==> src/rtl/lcd_pkg.sv <==
// Shared DCS opcodes and command-FSM encoding for the LCD SPI link.
// The panel driver's init table uses the same opcode constants.
package lcd_pkg;

    localparam int unsigned BYTE_W = 8;

    localparam logic [BYTE_W-1:0] DCS_SLPIN   = 8'h10;
    localparam logic [BYTE_W-1:0] DCS_SLPOUT  = 8'h11;
    localparam logic [BYTE_W-1:0] DCS_DISPOFF = 8'h28;
    localparam logic [BYTE_W-1:0] DCS_DISPON  = 8'h29;
    localparam logic [BYTE_W-1:0] DCS_CASET   = 8'h2A;
    localparam logic [BYTE_W-1:0] DCS_RASET   = 8'h2B;
    localparam logic [BYTE_W-1:0] DCS_RAMWR   = 8'h2C;
    localparam logic [BYTE_W-1:0] DCS_MADCTL  = 8'h36;
    localparam logic [BYTE_W-1:0] DCS_COLMOD  = 8'h3A;

    typedef enum logic [2:0] {
        S_CMD,
        S_CASET,
        S_RASET,
        S_RAMWR,
        S_PARAM1,
        S_SKIP
    } state_t;

endpackage

==> src/rtl/spi_byte_rx.sv <==
// Oversampling SPI byte receiver: synchronisers, SCLK rise detect, MSB-first shifter.
// Also synchronises the panel reset so the top level can use it as a synchronous clear.
module spi_byte_rx
    import lcd_pkg::*;
#(
    parameter int unsigned SYNC_STAGES = 2
) (
    input  logic              clk,
    input  logic              resetn,
    input  logic              lcd_resetn,
    input  logic              lcd_clk,
    input  logic              lcd_cs,
    input  logic              lcd_rs,
    input  logic              lcd_data,
    output logic              panel_rstn,
    output logic [BYTE_W-1:0] rx_byte,
    output logic              rx_dc,
    output logic              rx_strobe,
    output logic              rx_abort
);

    logic [SYNC_STAGES-1:0] rst_sync, clk_sync, cs_sync, rs_sync, dat_sync;
    logic                   clk_q;
    logic [BYTE_W-2:0]      shreg;
    logic [2:0]             bit_cnt;
    logic                   dc_q;
    logic                   sclk_rise;

    // Synchroniser chains; CS idles deasserted, panel reset starts asserted
    always_ff @(posedge clk or negedge resetn) begin
        if (!resetn) begin
            rst_sync <= '0;
            clk_sync <= '0;
            cs_sync  <= '1;
            rs_sync  <= '0;
            dat_sync <= '0;
            clk_q    <= 1'b0;
        end else begin
            rst_sync <= {rst_sync[SYNC_STAGES-2:0], lcd_resetn};
            clk_sync <= {clk_sync[SYNC_STAGES-2:0], lcd_clk};
            cs_sync  <= {cs_sync[SYNC_STAGES-2:0], lcd_cs};
            rs_sync  <= {rs_sync[SYNC_STAGES-2:0], lcd_rs};
            dat_sync <= {dat_sync[SYNC_STAGES-2:0], lcd_data};
            clk_q    <= clk_sync[SYNC_STAGES-1];
        end
    end

    assign panel_rstn = rst_sync[SYNC_STAGES-1];
    assign sclk_rise  = clk_sync[SYNC_STAGES-1] & ~clk_q;

    // Bit assembly; CS high drops any partial byte and flags it
    always_ff @(posedge clk or negedge resetn) begin
        if (!resetn) begin
            shreg     <= '0;
            bit_cnt   <= '0;
            dc_q      <= 1'b0;
            rx_byte   <= '0;
            rx_dc     <= 1'b0;
            rx_strobe <= 1'b0;
            rx_abort  <= 1'b0;
        end else if (!panel_rstn) begin
            shreg     <= '0;
            bit_cnt   <= '0;
            dc_q      <= 1'b0;
            rx_byte   <= '0;
            rx_dc     <= 1'b0;
            rx_strobe <= 1'b0;
            rx_abort  <= 1'b0;
        end else begin
            rx_strobe <= 1'b0;
            rx_abort  <= 1'b0;
            if (cs_sync[SYNC_STAGES-1]) begin
                if (bit_cnt != 3'd0) rx_abort <= 1'b1;
                bit_cnt <= 3'd0;
            end else if (sclk_rise) begin
                shreg   <= {shreg[BYTE_W-3:0], dat_sync[SYNC_STAGES-1]};
                bit_cnt <= bit_cnt + 3'd1;
                if (bit_cnt == 3'd0) dc_q <= rs_sync[SYNC_STAGES-1];
                if (bit_cnt == 3'd7) begin
                    rx_byte   <= {shreg, dat_sync[SYNC_STAGES-1]};
                    rx_dc     <= dc_q;
                    rx_strobe <= 1'b1;
                end
            end
        end
    end

endmodule

==> src/rtl/lcd_spi_sink.sv <==
// Panel-side model of the 4-wire LCD SPI link: decodes the DCS stream into
// addressed RGB565 pixel writes and panel status flags.
module lcd_spi_sink
    import lcd_pkg::*;
#(
    parameter int unsigned SYNC_STAGES = 2,
    parameter int unsigned COORD_W     = 9
) (
    input  logic               clk,
    input  logic               resetn,
    input  logic               lcd_resetn,
    input  logic               lcd_clk,
    input  logic               lcd_cs,
    input  logic               lcd_rs,
    input  logic               lcd_data,
    output logic               cmd_valid,
    output logic [BYTE_W-1:0]  cmd_code,
    output logic               pix_valid,
    output logic [COORD_W-1:0] pix_x,
    output logic [COORD_W-1:0] pix_y,
    output logic [15:0]        pix_data,
    output logic               sleep_out,
    output logic               disp_on,
    output logic [BYTE_W-1:0]  madctl,
    output logic [BYTE_W-1:0]  colmod,
    output logic               err_abort
);

    logic              panel_rstn;
    logic [BYTE_W-1:0] rx_byte;
    logic              rx_dc, rx_strobe;

    spi_byte_rx #(.SYNC_STAGES(SYNC_STAGES)) u_rx (
        .clk        (clk),
        .resetn     (resetn),
        .lcd_resetn (lcd_resetn),
        .lcd_clk    (lcd_clk),
        .lcd_cs     (lcd_cs),
        .lcd_rs     (lcd_rs),
        .lcd_data   (lcd_data),
        .panel_rstn (panel_rstn),
        .rx_byte    (rx_byte),
        .rx_dc      (rx_dc),
        .rx_strobe  (rx_strobe),
        .rx_abort   (err_abort)
    );

    state_t             state;
    logic [1:0]         par_cnt;
    logic [BYTE_W-1:0]  par0, par1, par2, hi_byte;
    logic               par_sel, lo_phase;
    logic [COORD_W-1:0] xs, xe, ys, ye, x, y;
    logic [COORD_W-1:0] win_start, win_end;

    // Window bounds are 16-bit big-endian on the wire, truncated to the counter width
    assign win_start = COORD_W'({par0, par1});
    assign win_end   = COORD_W'({par2, rx_byte});

    always_ff @(posedge clk or negedge resetn) begin
        if (!resetn) begin
            state <= S_CMD;    par_cnt <= '0;     par_sel <= 1'b0;  lo_phase <= 1'b0;
            par0 <= '0;        par1 <= '0;        par2 <= '0;       hi_byte <= '0;
            xs <= '0;          ys <= '0;          xe <= '1;         ye <= '1;
            x <= '0;           y <= '0;
            cmd_valid <= 1'b0; cmd_code <= '0;    pix_valid <= 1'b0;
            pix_x <= '0;       pix_y <= '0;       pix_data <= '0;
            sleep_out <= 1'b0; disp_on <= 1'b0;   madctl <= '0;     colmod <= '0;
        end else if (!panel_rstn) begin
            state <= S_CMD;    par_cnt <= '0;     par_sel <= 1'b0;  lo_phase <= 1'b0;
            par0 <= '0;        par1 <= '0;        par2 <= '0;       hi_byte <= '0;
            xs <= '0;          ys <= '0;          xe <= '1;         ye <= '1;
            x <= '0;           y <= '0;
            cmd_valid <= 1'b0; cmd_code <= '0;    pix_valid <= 1'b0;
            pix_x <= '0;       pix_y <= '0;       pix_data <= '0;
            sleep_out <= 1'b0; disp_on <= 1'b0;   madctl <= '0;     colmod <= '0;
        end else begin
            cmd_valid <= 1'b0;
            pix_valid <= 1'b0;
            if (rx_strobe && !rx_dc) begin
                // Every command byte ends whatever command was in progress
                cmd_valid <= 1'b1;
                cmd_code  <= rx_byte;
                par_cnt   <= '0;
                case (rx_byte)
                    DCS_CASET:   state <= S_CASET;
                    DCS_RASET:   state <= S_RASET;
                    DCS_RAMWR: begin
                        state    <= S_RAMWR;
                        x        <= xs;
                        y        <= ys;
                        lo_phase <= 1'b0;
                    end
                    DCS_MADCTL:  begin state <= S_PARAM1; par_sel <= 1'b0; end
                    DCS_COLMOD:  begin state <= S_PARAM1; par_sel <= 1'b1; end
                    DCS_SLPOUT:  begin state <= S_CMD; sleep_out <= 1'b1; end
                    DCS_SLPIN:   begin state <= S_CMD; sleep_out <= 1'b0; end
                    DCS_DISPON:  begin state <= S_CMD; disp_on <= 1'b1; end
                    DCS_DISPOFF: begin state <= S_CMD; disp_on <= 1'b0; end
                    default:     state <= S_SKIP;
                endcase
            end else if (rx_strobe) begin
                case (state)
                    S_CASET, S_RASET: begin
                        par_cnt <= par_cnt + 2'd1;
                        case (par_cnt)
                            2'd0: par0 <= rx_byte;
                            2'd1: par1 <= rx_byte;
                            2'd2: par2 <= rx_byte;
                            default: begin
                                if (state == S_CASET) begin
                                    xs <= win_start;
                                    xe <= win_end;
                                end else begin
                                    ys <= win_start;
                                    ye <= win_end;
                                end
                                state <= S_CMD;
                            end
                        endcase
                    end
                    S_PARAM1: begin
                        if (par_sel) colmod <= rx_byte;
                        else         madctl <= rx_byte;
                        state <= S_SKIP;
                    end
                    S_RAMWR: begin
                        lo_phase <= ~lo_phase;
                        if (!lo_phase) begin
                            hi_byte <= rx_byte;
                        end else begin
                            pix_valid <= 1'b1;
                            pix_data  <= {hi_byte, rx_byte};
                            pix_x     <= x;
                            pix_y     <= y;
                            // Raster advance inside the window; wraps indefinitely
                            if (x == xe) begin
                                x <= xs;
                                y <= (y == ye) ? ys : y + COORD_W'(1);
                            end else begin
                                x <= x + COORD_W'(1);
                            end
                        end
                    end
                    default: ;
                endcase
            end
        end
    end

endmodule

==> config.mk <==
export PLATFORM = sky130hd
export DESIGN_NAME = lcd_spi_sink
export DESIGN_NICKNAME = d
export VERILOG_FILES = /design/src/rtl/lcd_pkg.sv /design/src/rtl/spi_byte_rx.sv /design/src/rtl/lcd_spi_sink.sv
export SDC_FILE = /design/constraint.sdc
export NUM_CORES = 1
export LEC_CHECK = 0
export CAP_MARGIN = 5
export CORE_ASPECT_RATIO = 1.25
export CORE_MARGIN = 2
export CORE_UTILIZATION = 55
export DETAILED_ROUTE_END_ITERATION = 6
export PLACE_DENSITY = 0.77
export SETUP_SLACK_MARGIN = 0.4
export SLEW_MARGIN = 10
export SYNTH_ARGS = -nofsm -noshare
export SYNTH_HDL_FRONTEND = slang
export SYNTH_SLANG_ARGS = --single-unit
==> constraint.sdc <==
create_clock -name clk -period 5.39 [get_ports clk]
set_clock_uncertainty 0.15 [all_clocks]
set_input_delay 1.078 -clock clk [delete_from_list [all_inputs] [get_ports clk]]
set_output_delay 1.078 -clock clk [all_outputs]
set_load 0.01 [all_outputs]
==> impl_metrics.json <==
{
  "cp.arrival_ns": 3.00,
  "worst_pin_slew_ns": 1.18,
  "ys_ff_latch": 174,
  "worstRegToRegCells": 6,
  "drt-initial-drc-count": 359,
  "synth_cell_types": 56,
  "start_kind": "register",
  "powerDensity_nw_per_um2": 289,
  "irDropWorstVdd_mv": 0.285,
  "worstSetupEndpointType": "register",
  "path_class": "reg -> reg",
  "grt_pass1_vias": 5848,
  "layout-drive-gt1-share": 0.147,
  "wl_mm": 18.1,
  "final_common_cell": "dfrtp_1",
  "port_buffers": 69,
  "leakage_nw": 4.10,
  "die_h_um": 138,
  "dieArea_um2": 15300,
  "yosysWarningCount": 0,
  "postRouteAntennaNets": 0,
  "power_frac_comb": 0.041,
  "ctsResizeCount": 0,
  "htree_num_levels": 4,
  "p_int_mw": 2.11,
  "syn_nets": 791,
  "synth_area_um2": 7870,
  "pin_count": 70,
  "coreArea_um2": 13900,
  "final_cell_mix": "dfrtp_1 (154), nand2_1 (143), a21oi_1 (77)",
  "avgSynthCellArea_um2": 10.2,
  "clk_pin_slew_worst_paths_ns": 0.06,
  "post-route-drc-count": 0,
  "antenna_cells": 0,
  "synthCells": 775,
  "hold_depth": 0,
  "hold_buffers": 0,
  "grt_util_all_layers": 0.249,
  "tritoncts": "built",
  "final_min_period_over_clock_period": 0.529,
  "hold_violations": 0,
  "pwr-share-clk": 0.453,
  "clk_latency_ns": 0.43,
  "outcome": "completed",
  "gp_congestion": 0.861,
  "slew_violations": 0,
  "die_w_um": 111,
  "vias": 5918,
  "hold_class": "reg -> reg",
  "placementRows": 48,
  "grt_antenna_before_repair": 0,
  "via_per_inst": 5.84,
  "dp_hpwl_mm": 12.5,
  "wl_per_cell_um": 17.8,
  "cts-root-buf": "clkbuf_16",
  "post_cts_buffers": 0,
  "grt_pass1_wl_mm": 29.7,
  "max_freq_mhz": 351,
  "fin_nets": 843,
  "rsz0062_at_grt": "no",
  "cts_sinks": 174,
  "required_ns": 5.53,
  "power.total_mw": 2.67,
  "first_pass_iters": 5,
  "cts_inserted_buffers": 17,
  "overflow": 0,
  "finalCriticalPeriod_ns": 2.85,
  "ys_seq_area_frac": 0.556,
  "critPathMaxFanout": 24,
  "drv_cap": 0,
  "syn_to_final_growth_pct": 17.3,
  "fill_cells": 1081,
  "switching_share": 0.210,
  "grt_max_degree": 86,
  "cts.path.max_buffers": 2,
  "setup_tns_ns": 0,
  "seqPwrFrac": 0.505,
  "start_util": 0.567,
  "p_switching_mw": 0.559,
  "slew_headroom": 0.213,
  "setup_viol": 0
}
==> power groups by stage <==
stage / clock (mW) / sequential [mW] / combinational (mW)
2_1_floorplan: 0 / 1.37 / 0.0686
3_3_place_gp: 0 / 1.37 / 0.109
3_5_place_dp: 0 / 1.37 / 0.112
4_1_cts: 1.23 / 1.35 / 0.112
5_1_grt: 1.28 / 1.35 / 0.125
6_report: 1.21 / 1.35 / 0.110
==> final cells by class <==
cell class | count | area, um2 | share of cell area
flip-flops and latches | 174 | 4380 | 0.474
well taps | 175 | 219 | 0.0237
clock inverters | 4 | 77.6 | 0.00840
multi-input cells | 529 | 3180 | 0.345
clock buffers | 26 | 509 | 0.0552
repair buffers | 79 | 767 | 0.0831
inverters | 26 | 97.6 | 0.0106
==> sequential cells by signal (all words and copies together) (netlist names), 9 cells and up <==
signal,count
pix_x,9
xs,9
y,9
ye,9
ys,9
pix_y,9
x,9
xe,9
pix_data,16
==> cells in the mapped netlist (all sizes together) <==
| cell | number | share of area |
|---|---|---|
| o22ai | 9 | 0.0072 |
| nor4 | 5 | 0.0040 |
| and4b | 1 | 0.0013 |
| nor2b | 4 | 0.0032 |
| xor2 | 19 | 0.021 |
| xnor2 | 3 | 0.0033 |
| a31oi | 6 | 0.0048 |
| or3 | 6 | 0.0054 |
| inv | 26 | 0.012 |
| and3b | 3 | 0.0033 |
| or2 | 2 | 0.0016 |
| mux2i | 28 | 0.036 |
| or4 | 2 | 0.0019 |
| o2bb2ai | 2 | 0.0022 |
| o21a | 2 | 0.0019 |
| nand4 | 5 | 0.0040 |
| a22o | 2 | 0.0022 |
| clkbuf | 24 | 0.012 |
| and2 | 9 | 0.0072 |
| nand2 | 144 | 0.069 |
| dfrtp | 154 | 0.49 |
| nor3 | 6 | 0.0045 |
| nor4bb | 1 | 0.0013 |
| nor2 | 62 | 0.032 |
| o311ai | 1 | 0.0011 |
| mux2 | 32 | 0.046 |
| nor3b | 1 | 0.00095 |
| o221ai | 4 | 0.0045 |
| o21ai | 23 | 0.017 |
| or3b | 2 | 0.0022 |
| a21oi | 87 | 0.060 |
| ha | 9 | 0.014 |
| nand2b | 5 | 0.0040 |
| a311oi | 3 | 0.0033 |
| o31ai | 5 | 0.0083 |
| o211ai | 1 | 0.00095 |
| and3 | 4 | 0.0032 |
| dfstp | 20 | 0.067 |
| a31o | 1 | 0.0011 |
| nand4b | 1 | 0.0011 |
| buf | 22 | 0.015 |
| nand3 | 29 | 0.020 |
==> worst paths after layout <==
path	from	endpoint	slack, ns
worst max-delay path	u_rx.rx_strobe	y[3]	2.54
worst min-delay path	u_rx.clk_sync[0]	u_rx.clk_sync[1]	0.20
worst max register to register	u_rx.rx_strobe	y[3]	2.54
worst min register to register	u_rx.clk_sync[0]	u_rx.clk_sync[1]	0.20
max in group asynchronous	resetn	pix_data[12]	3.37
min in group asynchronous	resetn	x[8]	0.53
==> worst max-delay path, stage by stage (launching register included) <==
cell,delay [ns]
dfrtp_1,0.50
and4b_1,0.27
nand3_1,0.51
buf_4,0.45
and3_1,0.39
a311oi_1,0.33
o22ai_1,0.12
==> logic make-up (layout without fill, tap and decap cells) <==
family | Yosys count | after routing | synth area share
AO/OA/AOI/OAI | 146 | 146 | 0.114
AND/OR/NAND/NOR | 292 | 292 | 0.170
XOR/XNOR | 22 | 22 | 0.0245
adder cells (fa/ha/maj) | 9 | 9 | 0.0143
buffers and inverters | 72 | 135 | 0.0391
multiplexers | 60 | 60 | 0.0814
flip-flops | 174 | 174 | 0.556
==> per-layer routing <==
metal,global-route usage,routed length (um),part of all wire
met4,0.142,753,0.042
met2,0.420,9100,0.50
met5,0,0,0
met3,0.0444,842,0.047
met1,0.306,7370,0.41
==> metrics by stage <==
stage,hold WS [ns],instance area (um2),util,setup slack [ns],std cells
2_1_floorplan,0.181,7870,-,3.40,775
3_3_place_gp,0.183,8650,0.623,2.63,983
3_5_place_dp,0.189,8650,0.623,2.59,983
4_1_cts,0.202,9230,0.665,2.58,1013
5_1_grt,0.204,9230,0.665,2.35,1013
6_report,0.198,9230,0.665,2.54,1013
Power figures use the tool's default switching activity.
